**src/rtl/counter_disp_pkg.sv**
```systemverilog
// Shared types and constants for the counter display driver.
// Optional LEADING_ZERO_BLANK_EN blanks leading zero digits.
package counter_disp_pkg;

  typedef enum logic [1:0] {
    IDLE  = 2'd0,
    SHIFT = 2'd1,
    DONE  = 2'd2
  } state_t;

  // Active-low segments {g,f,e,d,c,b,a}
  localparam logic [6:0] SEG_0     = 7'h40;
  localparam logic [6:0] SEG_1     = 7'h79;
  localparam logic [6:0] SEG_2     = 7'h24;
  localparam logic [6:0] SEG_3     = 7'h30;
  localparam logic [6:0] SEG_4     = 7'h19;
  localparam logic [6:0] SEG_5     = 7'h12;
  localparam logic [6:0] SEG_6     = 7'h02;
  localparam logic [6:0] SEG_7     = 7'h78;
  localparam logic [6:0] SEG_8     = 7'h00;
  localparam logic [6:0] SEG_9     = 7'h10;
  localparam logic [6:0] SEG_BLANK = 7'h7F;

  // Smallest digit count with 10^d > 2^w
  function automatic int digits_for(input int w);
    longint p;
    longint lim;
    int d;
    p = 1;
    lim = longint'(1) << w;
    d = 0;
    while (p <= lim) begin
      p = p * 10;
      d = d + 1;
    end
    return d;
  endfunction

endpackage

```
**src/rtl/seg7_dec.sv**
```systemverilog
// Combinational BCD digit to active-low 7-segment decoder.
// Non-decimal values and blanked digits drive all segments off.
module seg7_dec
  import counter_disp_pkg::*;
(
  input  logic [3:0] digit,
  input  logic       blank,
  output logic [6:0] seg
);

  always_comb begin
    seg = SEG_BLANK;
    if (!blank) begin
      case (digit)
        4'd0:    seg = SEG_0;
        4'd1:    seg = SEG_1;
        4'd2:    seg = SEG_2;
        4'd3:    seg = SEG_3;
        4'd4:    seg = SEG_4;
        4'd5:    seg = SEG_5;
        4'd6:    seg = SEG_6;
        4'd7:    seg = SEG_7;
        4'd8:    seg = SEG_8;
        4'd9:    seg = SEG_9;
        default: seg = SEG_BLANK;
      endcase
    end
  end

endmodule

```
**src/rtl/counter_disp_drv.sv**
```systemverilog
// Binary to BCD (double-dabble) plus multiplexed 7-seg display driver.
// Define LEADING_ZERO_BLANK_EN to blank leading zero digits.
module counter_disp_drv
  import counter_disp_pkg::*;
#(
  parameter int WIDTH       = 8,
  parameter int DIGITS      = digits_for(WIDTH),
  parameter int REFRESH_DIV = 4
) (
  input  logic                  clk,
  input  logic                  rst,
  input  logic [WIDTH-1:0]      din,
  output logic [4*DIGITS-1:0]   bcd,
  output logic                  bcd_vld,
  output logic [DIGITS-1:0]     an,
  output logic [6:0]            seg
);

  localparam int BW = 4 * DIGITS;
  localparam int CW = (WIDTH > 1) ? $clog2(WIDTH) : 1;
  localparam int IW = (DIGITS > 1) ? $clog2(DIGITS) : 1;
  localparam int RW = (REFRESH_DIV > 1) ? $clog2(REFRESH_DIV) : 1;

  state_t           state, state_n;
  logic [WIDTH-1:0] bin, bin_n;
  logic [BW-1:0]    acc, acc_n, adj, bcd_n;
  logic [CW-1:0]    cnt, cnt_n;
  logic             vld_n;

  always_comb begin
    state_n = state;
    bin_n   = bin;
    acc_n   = acc;
    cnt_n   = cnt;
    bcd_n   = bcd;
    vld_n   = 1'b0;
    adj     = acc;
    for (int i = 0; i < DIGITS; i++) begin
      if (acc[4*i +: 4] >= 4'd5)
        adj[4*i +: 4] = acc[4*i +: 4] + 4'd3;
    end
    unique case (state)
      IDLE: begin
        bin_n   = din;
        acc_n   = '0;
        cnt_n   = '0;
        state_n = SHIFT;
      end
      SHIFT: begin
        {acc_n, bin_n} = {adj, bin} << 1;
        cnt_n = cnt + 1'b1;
        if (cnt == CW'(WIDTH - 1))
          state_n = DONE;
      end
      DONE: begin
        bcd_n   = acc;
        vld_n   = 1'b1;
        state_n = IDLE;
      end
      default: state_n = IDLE;
    endcase
  end

  always_ff @(posedge clk or negedge rst) begin
    if (!rst) begin
      state   <= IDLE;
      bin     <= '0;
      acc     <= '0;
      cnt     <= '0;
      bcd     <= '0;
      bcd_vld <= 1'b0;
    end else begin
      state   <= state_n;
      bin     <= bin_n;
      acc     <= acc_n;
      cnt     <= cnt_n;
      bcd     <= bcd_n;
      bcd_vld <= vld_n;
    end
  end

  logic [RW-1:0]     rcnt;
  logic [IW-1:0]     idx;
  logic [3:0]        digit;
  logic              blank;
  logic [6:0]        seg_d;
  logic [DIGITS-1:0] an_d;

  always_ff @(posedge clk or negedge rst) begin
    if (!rst) begin
      rcnt <= '0;
      idx  <= '0;
    end else if (rcnt == RW'(REFRESH_DIV - 1)) begin
      rcnt <= '0;
      idx  <= (idx == IW'(DIGITS - 1)) ? '0 : idx + 1'b1;
    end else begin
      rcnt <= rcnt + 1'b1;
    end
  end

  always_comb begin
    digit = '0;
    an_d  = '1;
    blank = 1'b0;
    for (int i = 0; i < DIGITS; i++) begin
      if (idx == IW'(i)) begin
        digit   = bcd[4*i +: 4];
        an_d[i] = 1'b0;
      end
    end
`ifdef LEADING_ZERO_BLANK_EN
    // Blank unless some digit at or above idx is nonzero
    blank = (idx != '0);
    for (int i = 0; i < DIGITS; i++) begin
      if (IW'(i) >= idx && bcd[4*i +: 4] != 4'd0)
        blank = 1'b0;
    end
`endif
  end

  seg7_dec u_dec (
    .digit (digit),
    .blank (blank),
    .seg   (seg_d)
  );

  always_ff @(posedge clk or negedge rst) begin
    if (!rst) begin
      an  <= '1;
      seg <= SEG_BLANK;
    end else begin
      an  <= an_d;
      seg <= seg_d;
    end
  end

endmodule

```
**config.mk**
```make
export PLATFORM = sky130hd
export DESIGN_NAME = counter_disp_drv
export DESIGN_NICKNAME = d
export VERILOG_FILES = /design/src/rtl/counter_disp_pkg.sv /design/src/rtl/seg7_dec.sv /design/src/rtl/counter_disp_drv.sv
export SDC_FILE = /design/constraint.sdc
export NUM_CORES = 1
export LEC_CHECK = 0
export CAP_MARGIN = 20
export CORE_MARGIN = 2
export CORE_UTILIZATION = 40
export CTS_CLUSTER_SIZE = 24
export DETAILED_ROUTE_END_ITERATION = 8
export HOLD_SLACK_MARGIN = 0.12
export PLACE_DENSITY = 0.57
export SLEW_MARGIN = 10
export SYNTH_ARGS = -nofsm -noshare
export SYNTH_HDL_FRONTEND = slang
export SYNTH_SLANG_ARGS = --single-unit
```
**constraint.sdc**
```tcl
create_clock -name clk -period 4.15 [get_ports clk]
set_clock_uncertainty 0.05 [all_clocks]
set_input_delay 1.0375 -clock clk [delete_from_list [all_inputs] [get_ports clk]]
set_output_delay 1.0375 -clock clk [all_outputs]
set_load 0.03 [all_outputs]
```
-- Word level (Yosys, flattened, before mapping)
Memories as Yosys holds them, arrays and structs flattened. A register that Yosys moved wholly into a read port is not among the register bits.
Cells that the tools add are included.
W data, S select, Z words.
- bits in read-only memories: 112
- memories kept: 1
- input port bits: 10
- output and inout port bits: 23
- flip-flop bits (word level): 45
- word-level logic and storage cells: 47
- add/sub/neg operators: 6
- equality and inequality tests: 7
- reductions and logical operators: 4
- magnitude comparators: 3
- mux-type cells: 17
- memories (name ; depth ; width ; read ports ; clocked after Yosys merged registers in ; write ports ; line ; text):
    (no name shown) ; 16 ; 7 ; 1 ; 1 ; 0 ; seg7_dec.sv:14 ; case (digit)
- operator list (cell ; number):
    $pmux W12 S2 ; 1
    $mux W4 ; 5
    $pmux W8 S2 ; 1
    $ge A4 B3 Y1 const B ; 3
    $add A4 B2 Y4 const B ; 2
    $eq A2 B2 Y1 const B ; 3
    $mux W2 ; 3
    $pmux W3 S2 ; 1
    $add A2 B1 Y2 const B ; 2
    $eq A2 B1 Y1 const B ; 2
    $logic_not A2 Y1 ; 2
    $mux W1 ; 4
    $pmux W2 S2 ; 1
    $add A3 B1 Y3 const B ; 1
    $add A3 B2 Y3 const B ; 1
    $eq A3 B3 Y1 const B ; 1
    $mux W3 ; 1
    $ne A2 B2 Y1 const B ; 1
    $reduce_bool A2 Y1 ; 1
    $logic_not A1 Y1 ; 1

-- Depth between registers and ports, before layout
Gate-level depths: netlist of the first run.
- depth in word-level cells: 4
- gate-level depth with buffers: 7

-- Cells and area by module
Synthesis of the first run repeated with hierarchy kept, for this count alone.
- cells, all modules: 224
- area, all modules: 2526.2 um^2
- by module, submodules not included (module ; area each (um^2) ; times used ; cells each):
    counter_disp_drv ; 2289.7 ; 1 ; 191
    seg7_dec ; 236.5 ; 1 ; 33

-- Worst setup path before layout of the first run
Ideal clock, no wire load.
- kind: register -> register
- from: reg bcd[4]
- to: reg seg[3]
- slack: 2360 ps
- clock period less this slack: 1790 ps
- required time: 4012 ps
- data arrival time: 1652 ps
- cell stages (with the launch flop): 7
- path through: dfrtp_1 -> mux2i_1 -> a2bb2oi_2 -> inv_1 -> ha_1 -> nor2_1 -> or3_1
- cells in the longest elaborated chain, start to end: 2
- RTL lines (item ; line ; text):
    start, declared ; counter_disp_drv.sv:13 ; output logic [4*DIGITS-1:0] bcd,
    start signal, assigned ; counter_disp_drv.sv:77 ; bcd <= bcd_n;
    $mux W4 (2 in series) ; counter_disp_drv.sv:106 ; if (idx == IW'(i)) begin
    end, declared ; counter_disp_drv.sv:16 ; output logic [6:0] seg
No other way between the ends.
A chain may end at the register's enable or synchronous reset.

-- Worst setup path in the final report of the first run
- from: reg an[0]
- to: out an[0]
- RTL lines (item ; line ; text):
    start, declared ; counter_disp_drv.sv:15 ; output logic [DIGITS-1:0] an,
    start signal, assigned ; counter_disp_drv.sv:132 ; an <= an_d;
No word-level cell between the ends.

==> results of run 1 <==
metal layers:
layer	GRT usage, %	part of all wire, %	vias to the layer above	wire (um)
met5	0	0	-	0
met2	21.7	45	30	1870
met4	4.07	1.1	0	46
li1	-	-	772	-
met1	19.2	50	745	2110
met3	3.74	3.8	4	160
sequential cells by signal, summed over array words and instances, names as in the netlist, 2 cells and up:
register	flops
cnt	3
seg	7
state	2
rcnt	2
idx	2
acc	12
an	3
bin	8
bcd	12
worst paths after layout:
kind,from,end,slack (ns),cells after the start
max in group asynchronous,rst,seg[5]$_DFF_PN1_,2.54,2
worst max-delay path,an[0]$_DFF_PN1_,an[0],1.57,1
worst max register to register,idx[0]$_DFFE_PN0P_,seg[3]$_DFF_PN1_,2.12,6
min in group asynchronous,rst,rcnt[1]$_DFF_PN0_,0.70,1
worst min register to register,rcnt[0]$_DFF_PN0_,rcnt[0]$_DFF_PN0_,0.38,1
worst min-delay path,rcnt[0]$_DFF_PN0_,rcnt[0]$_DFF_PN0_,0.38,1
layout make-up:
type,instances,area share [%]
clock buffers,6,2.52
flip-flops and latches,52,45.7
repair buffers,35,11.7
clock inverters,2,0.435
inverters,11,1.44
well taps,75,3.26
multi-input cells,135,34.9
synth_stat cells:
cell type	instances	area, um2
a22o_1	7	61.3
ha_1	10	125
o21ai_0	17	85.1
nor3_1	1	5.00
xnor2_1	3	26.3
a21boi_1	1	7.51
nor2b_1	2	12.5
o31ai_1	2	15.0
buf_2	2	10.0
buf_1	3	11.3
dfrtp_1	42	1050
a21oi_1	6	30.0
clkbuf_1	2	7.51
o21ai_1	3	15.0
buf_6	1	11.3
nor2_1	10	37.5
nor4_2	1	12.5
dfstp_2	10	263
and2b_4	1	10.0
or3_1	1	6.26
mux2_2	13	146
xor2_1	2	17.5
o2bb2ai_2	1	15.0
inv_1	10	37.5
o2bb2ai_1	1	8.76
mux2_1	1	11.3
a21o_1	1	7.51
nand2b_1	5	31.3
mux2i_1	15	150
a311o_1	1	10.0
mux2i_2	1	13.8
inv_2	1	3.75
a2bb2oi_2	3	45.0
nand2_1	26	97.6
cells by family after synthesis:
| family | after synthesis | synth area share, % |
|---|---|---|
| AO/OA/AOI/OAI | 43 | 12.5 |
| XOR/XNOR | 5 | 1.83 |
| adder cells (fa/ha/maj) | 10 | 5.22 |
| buffers and inverters | 19 | 3.39 |
| flip-flops | 52 | 54.8 |
| multiplexers | 30 | 13.4 |
| AND/OR/NAND/NOR | 47 | 8.87 |
power by group:
group          leakage (nW)  internal (mW)  switching [mW]
registers             0.659          0.623          0.0832
clock network        0.0412          0.118           0.162
logic                 0.564          0.275           0.320
total                  1.26           1.02           0.565
stage by stage:
stage	area, um2	hold WS [ns]	instances	setup WS (ns)	util (%)
floorplan	2400	0.353	206	2.36	-
global placement	2780	0.365	307	1.90	47.6
detailed placement	2780	0.369	307	1.90	47.6
CTS	2870	0.383	315	1.55	49.0
global route	2880	0.408	316	1.52	49.1
finish	2880	0.382	316	1.57	49.1
==> flow_summary_export.csv, run 1 <==
group,metric,value,unit
run_status,status,"complete, no violations",
critical_path,slowest_delay,0.66,ns
detailed_routing,vias,1551,
detailed_routing,drt_iter0_markers,97,
logic_synthesis,syn-num-nets,226,
power,ir_drop,0.270,mV
final_layout,final_cell_mix,"dfrtp_1 (42), clkdlybuf4s50_1 (31), nand2_1 (26), o21ai_0 (17), mux2i_1 (15)",
die,start_util,41.0,%
place,port_buffers,32,
clock_network,clk_latency,0.30,ns
place,post-dp-hpwl,2940,um
sta,fin_crit_sh,62.1,%
clock_network,cts_root_buf,"clkbuf_8",
logic_synthesis,synth-seq-area-share,54.8,%
sta,slew_headroom,55.2,%
final_layout,fin_nets,260,
sta,hold_viol_final,0,
final_layout,antenna_cells,0,
final_layout,layout-drive-gt1-share,17.4,%
die,die_y,81.4,um
sta,fin_crit,2.58,ns
power,total_power,1.58,mW
critical_path,crit_fanout,1,
die,fp.dieArea,0.00663,mm2
sta,fin_tns_setup,0,ns
final_layout,layout_commonest_cell,"dfrtp_1",
run,cap_viol_max_count,0,
detailed_routing,finalWirelength,4190,um
place,gp_congestion,0.720,
power,cellPowerDensity,550,mW/mm2
global_routing,grtUsageTotal,14.0,%
clock_network,post_cts_buffers,0,
final_layout,multi_input_area,0.00100,mm2
final_layout,fill_cells,558,
clock_network,ctsHtreeMaxLevel,2,
sta,setup_violations,0,
clock_network,cts_buffer_depth,2,
die,ios,33,
global_routing,overflow,0,
critical_path,crit_buf_inv,1,
clock_network,cts_tree,"yes",
critical_path,critical_path.top_delay_family,"buffers and inverters",
clock_network,clock_sinks,52,
detailed_routing,drtAntennaViolNets,0,
global_routing,grt_pass1_wl,7020,um
detailed_routing,via_per_inst,4.91,
die,die_w,81.4,um
global_routing,antenna_found_initial,0,
clock_network,path_clk_slew,0.10,ns
critical_path,end_kind,"output pin",
logic_synthesis,yosys.cell_types.count,34,
detailed_routing,drcViolationCount,0,
critical_path,critical_path_class,"reg2out",
min_path,hp-class,"reg2reg",
logic_synthesis,yosys_warnings,0,
sta,worst_pin_slew,0.672,ns
logic_synthesis,synthCells,206,
detailed_routing,routedWlPerCell,13.3,um
detailed_routing,dr.pass1.iters,4,
logic_synthesis,synth_area,0.00240,mm2
die,rows,28,
critical_path,path_cells,"clkdlybuf4s50_1",
clock_network,holdBufCountCts,0,
logic_synthesis,ys_seq_elements,52,
sta,maxSlewViolCount,0,
final_layout,regArea,0.00131,mm2
clock_network,cts-resized-gates,0,
sta,fmax,0.388,GHz
sta,grt_setup_unrepaired,"false",
critical_path,crit_arrival,1.49,ns
global_routing,grt_start_max_net_pins,41,
power,p_leak,1.26,nW
global_routing,first_global_vias,1447,
final_layout,area_delta_synth_final,19.9,%
critical_path,crit_required,3.06,ns
critical_path,critPathSlowestCell,"clkdlybuf4s50_1",
critical_path,crit_path_start_kind,"register",
clock_network,numCtsBuffers,5,
die,core_area,0.00585,mm2
logic_synthesis,synth_area_per_cell,11.6,um2
Power figures use the tool's default switching activity.
==> inputs of run 2 (changes only) <==
==> constraint.sdc (replaced) <==
create_clock -name clk -period 2.5 [get_ports clk]
set_clock_uncertainty 0.05 [all_clocks]
set_input_delay 0.625 -clock clk [delete_from_list [all_inputs] [get_ports clk]]
set_output_delay 0.625 -clock clk [all_outputs]
set_load 0.03 [all_outputs]
==> flow_summary_export.csv, run 2 (synthesized netlist as in run 1, its figures left out) <==
group,metric,value,unit
run_status,status,"complete, no violations",
detailed_routing,dr.pass1.iters,4,
die,ios,33,
detailed_routing,routedWlPerCell,13.1,um
sta,hold_viol_final,0,
sta,setup_violations,0,
clock_network,path_clk_slew,0.09,ns
critical_path,reg2reg_depth,6,
critical_path,r2r_start,"idx[0]$_DFFE_PN0P_",
clock_network,cts_buffer_depth,2,
critical_path,critPathLaunch,"seg[4]$_DFF_PN1_",
clock_network,cts_root_buf,"clkbuf_8",
critical_path,slowest_delay,0.66,ns
sta,fmax,0.463,GHz
critical_path,crit_path_start_kind,"register",
die,rows,28,
die,start_util,41.0,%
clock_network,post_cts_buffers,0,
detailed_routing,vias,1562,
power,internal-power,1.72,mW
clock_network,cts-resized-gates,0,
sta,fin_crit_sh,86.3,%
die,fp.dieArea,0.00663,mm2
final_layout,antenna_cells,0,
detailed_routing,finalWirelength,4140,um
power,clkPwrFrac,19.0,%
sta,fin_tns_setup,0,ns
run,cap_viol_max_count,0,
clock_network,cts_tree,"yes",
sta,fin_ws,0.342,ns
final_layout,layout-drive-gt1-share,18.2,%
sta,fin_crit,2.16,ns
global_routing,grt_pass1_wl,7160,um
global_routing,grtUsageTotal,14.2,%
sta,maxSlewViolCount,0,
detailed_routing,drtAntennaViolNets,0,
sta,worst_pin_slew,0.639,ns
power,p_switching,0.946,mW
place,gp_congestion,0.807,
final_layout,final_cell_mix,"dfrtp_1 (42), clkdlybuf4s50_1 (31), nand2_1 (26), o21ai_0 (17), mux2i_1 (15)",
critical_path,cp_num_cells,1,
clock_network,clk_latency,0.30,ns
place,pre_cts_ws,0.545,ns
critical_path,crit_path_end,"seg[4]",
critical_path,critical_path_class,"reg2out",
critical_path,end_kind,"output pin",
sta,grt_setup_unrepaired,"false",
power,p_leak,1.27,nW
die,die_w,81.4,um
power,switching_share,35.5,%
critical_path,crit_fanout,1,
detailed_routing,drt_iter0_markers,85,
power,ir_drop,0.512,mV
global_routing,overflow,0,
critical_path,critical_path.top_delay_family,"buffers and inverters",
global_routing,first_global_vias,1503,
die,die_y,81.4,um
critical_path,path_cells,"clkdlybuf4s50_1",
clock_network,clock_sinks,52,
final_layout,layout_commonest_cell,"dfrtp_1",
power,power_frac_comb,37.1,%
place,port_buffers,32,
critical_path,crit_required,1.82,ns
final_layout,fill_cells,538,
critical_path,crit_buf_inv,1,
global_routing,antenna_found_initial,0,
clock_network,holdBufCountCts,0,
critical_path,r2r_end,"seg[3]$_DFF_PN1_",
clock_network,ctsHtreeMaxLevel,2,
clock_network,numCtsBuffers,5,
sta,slew_headroom,57.4,%
critical_path,critPathSlowestCell,"clkdlybuf4s50_1",
final_layout,area_delta_synth_final,20.7,%
final_layout,regArea,0.00131,mm2
final_layout,reg_top3,"acc (12), bcd (12), bin (8)",
global_routing,grt_start_max_net_pins,53,
power,power.share.sequential,43.9,%
die,core_area,0.00585,mm2
place,post-dp-hpwl,2960,um
detailed_routing,via_per_inst,4.93,
min_path,hp-class,"in2async",
final_layout,multi_input_area,0.00100,mm2
critical_path,crit_arrival,1.48,ns
critical_path,r2r_setup_slack,0.53,ns
detailed_routing,drcViolationCount,0,
power,cellPowerDensity,920,mW/mm2
final_layout,fin_nets,261,
-- run 2: worst min path at each step --
stage / startpoint / to / cells after the start
after global routing: rcnt[0]$_DFF_PN0_ / rcnt[0]$_DFF_PN0_ / 1
after detailed placement: rcnt[0]$_DFF_PN0_ / rcnt[0]$_DFF_PN0_ / 1
after global placement: rcnt[0]$_DFF_PN0_ / rcnt[0]$_DFF_PN0_ / 1
after floorplan: rst / acc[0]$_DFFE_PN0P_ / 0
final: rst / bcd[5]$_DFFE_PN0P_ / 2
after CTS: rst / bcd[5]$_DFFE_PN0P_ / 2
-- run 2: area by class of cell --
class	count	share of cell area [%]
flip-flops and latches	52	45.4
multi-input cells	135	34.7
repair buffers	36	11.9
well taps	75	3.24
clock buffers	6	2.85
inverters	11	1.43
clock inverters	2	0.519
-- run 2: metal layers --
layer  vias up  part of all wire, %  global-route usage, %
met3         8                  4.2                   3.63
met2        38                   46                   22.2
met1       736                   48                   18.7
li1        780                    -                      -
met4         0                  2.2                   6.44
met5         -                    0                      0
-- run 2: power groups by stage --
stage,registers (mW),logic (mW),clock network (mW)
floorplan,1.37,0.467,0
global placement,1.19,0.983,0
detailed placement,1.19,0.999,0
CTS,1.17,1.00,0.523
global route,1.20,1.09,0.560
finish,1.17,0.989,0.505
-- run 2: through the flow --
step | util [%] | total power [mW] | instances | hold slack, ns | instance area (um2)
floorplan | - | 1.84 | 206 | 0.279 | 2400
global placement | 47.8 | 2.17 | 309 | 0.367 | 2800
detailed placement | 47.8 | 2.19 | 309 | 0.386 | 2800
CTS | 49.5 | 2.70 | 317 | 0.391 | 2900
global route | 49.5 | 2.85 | 317 | 0.410 | 2900
finish | 49.5 | 2.66 | 317 | 0.358 | 2900
==> RTL edit (settings of run 2) <==
The 3 states of `state_t` get a one-hot encoding in 3 bits.
--- a/src/rtl/counter_disp_pkg.sv
+++ b/src/rtl/counter_disp_pkg.sv
@@ -3,8 +3,8 @@
 package counter_disp_pkg;
 
-  typedef enum logic [1:0] {
-    IDLE  = 2'd0,
-    SHIFT = 2'd1,
-    DONE  = 2'd2
+  typedef enum logic [2:0] {
+    IDLE  = 3'b001,
+    SHIFT = 3'b010,
+    DONE  = 3'b100
   } state_t;
 
Behaviour: no difference found for any inputs over 10 cycles, from zero or initial values and one cycle with rst low; not proved beyond that.
==> RTL edit against run 2 <==
The flow now finishes with violations (DRC). Power down 2.2%. Sequential cell count grew 1. Cell count grew 8.8%. Routed wire length grew 17%. Cell area increased by 7.0%. Setup slack improved by 0.0033 ns. Global-route usage is 0.26 points higher. Synthesized area rose by 11%. Maximum frequency increased by 0.15%.
==> RTL edit: results <==
group,metric,value,unit
routing,firstDrtPassIters,6,
clocking,clk_pin_slew_worst_paths,0.09,ns
grt,grt_antenna_before_repair,0,
cells_and_area,filler_cell_count,587,
routing,remaining_drc_errors,5,
placed_design,numPortBuffers,32,
status,violations,"DRC",
placed_design,pre_cts_slack,0.6269,ns
routing,wire_per_inst,14.06,um
routing,wl_met1,2.456,mm
routing,wl_met3,99,um
worst_setup_path,crit_family,"buffers and inverters",
clocking,cts_root_buf,"clkbuf_8",
clocking,postCtsSetupRepairBufs,0,
synth,syn_nets,259,
synth,synth_fa_ha_area_share,4.684,%
placed_design,gp_congestion,0.8219,
clocking,clk_latency,0.30,ns
worst_setup_path,r2r-end,"acc[2]$_DFFE_PN0N_",
grt,grt.met1_usage,20.62,%
placed_design,place_area,3008,sq um
grt,grt_pass1_wl,8.569,mm
routing,viasPerCell,5.212,
synth,seq_area_frac_synth,50.16,%
worst_setup_path,max_stage_delay,0.66,ns
synth,synth_area_leaders,"dfrtp_1 39%, dfstp_2 11%, a21oi_1 5.2%, ha_1 4.7%, nor2_1 4.4%",
synth,yosys-top-cells-count,"42 x dfrtp_1, 31 x nor2_1, 28 x a21oi_1, 11 x dfstp_2, 11 x o22ai_1",
worst_setup_path,reg2reg_depth,4,
grt,grt.met2_usage,22.51,%
routing,first_iter_violations,78,
timing,tightest_slew,0.6295,ns
pwr,irDropWorstVdd,0.0002921,V
timing,hold_slack,0.2550,ns
cells_and_area,final_nets,287,
worst_setup_path,reg2reg_slack,0.61,ns
placed_design,dpl.hpwl,3.478,mm
grt,use_met3,2.406,%
pwr,power_leakage,1.358,nW
clocking,h-tree-depth,2,
worst_setup_path,arrival,1.48,ns
grt,grt_pass1_vias,1753,
routing,route.met2.wl,2.238,mm
synth,ys_async_sr_fraction,100.0,%
min_path,min_path_type,"in2async",
worst_setup_path,slowest_stage,"clkdlybuf4s50_1",
grt,grt_usage,14.50,%
synth,muxShareOfSynthArea,9.087,%
clocking,clock_path_buffers,2,
routing,top_layer,"met4",
synth,synthXorXnorAreaFrac,1.639,%
cells_and_area,layout-drive-gt1-share,17.54,%
synth,synthDistinctLibCells,43,
grt,grt_max_degree,35,
synth,synth-compound-area-share,18.45,%
cells_and_area,reg_top3,"acc x12, bcd x12, bin x8",
status,status,"finished with violations",
worst_setup_path,r2r_start,"state[0]$_DFFE_PN1P_",
## RTL edit: worst reg2reg max path, delay by kind of cell, from the launching register on
family          cells  cell delay [ns]
compound gates      2             0.57
flops               1             0.93
buf+inv             1             0.13
simple gates        1             0.11
## RTL edit: layout make-up
type	instances	area, sq um	area share, %
clock buffers	6	82.58	2.665
clock inverters	2	8.758	0.2826
inverters	13	48.80	1.574
multi-input cells	159	1172	37.83
flip-flops and latches	53	1340	43.24
well taps	77	96.34	3.109
repair buffers	35	350.3	11.30
## RTL edit: how the worst max path moves through the flow
| stage | start | to | slack [ns] | cells past startpoint |
|---|---|---|---|---|
| global route | an[2]$_DFF_PN1_ | an[2] | 0.30 | 1 |
| finish | seg[2]$_DFF_PN1_ | seg[2] | 0.35 | 1 |
| detailed placement | state[0]$_DFFE_PN1P_ | acc[2]$_DFFE_PN0N_ | 0.63 | 4 |
| floorplan | bcd[5]$_DFFE_PN0P_ | seg[3]$_DFF_PN1_ | 0.93 | 5 |
| CTS | seg[6]$_DFF_PN1_ | seg[6] | 0.33 | 1 |
| global placement | state[0]$_DFFE_PN1P_ | cnt[1]$_DFFE_PN0N_ | 0.65 | 4 |
## RTL edit: per-stage QoR
step	std cells	power (W)
floorplan	239	0.001805
global placement	337	0.002138
detailed placement	337	0.002147
CTS	345	0.002651
global route	345	0.002770
finish	345	0.002604
## RTL edit: kinds of logic after synthesis
group / count (synthesis)
flops: 53
simple gates: 52
compound gates: 70
mux: 22
xor+xnor: 5
buf+inv: 27
fa+ha+maj: 10
## RTL edit: power by group
part           leakage (nW)  switching (W)  internal (W)  total, W
Sequential            0.654       0.000106       0.00104   0.00115
Clock                0.0486       0.000270      0.000220  0.000490
Combinational         0.656       0.000523      0.000443  0.000966
Total                  1.36       0.000899       0.00171   0.00260
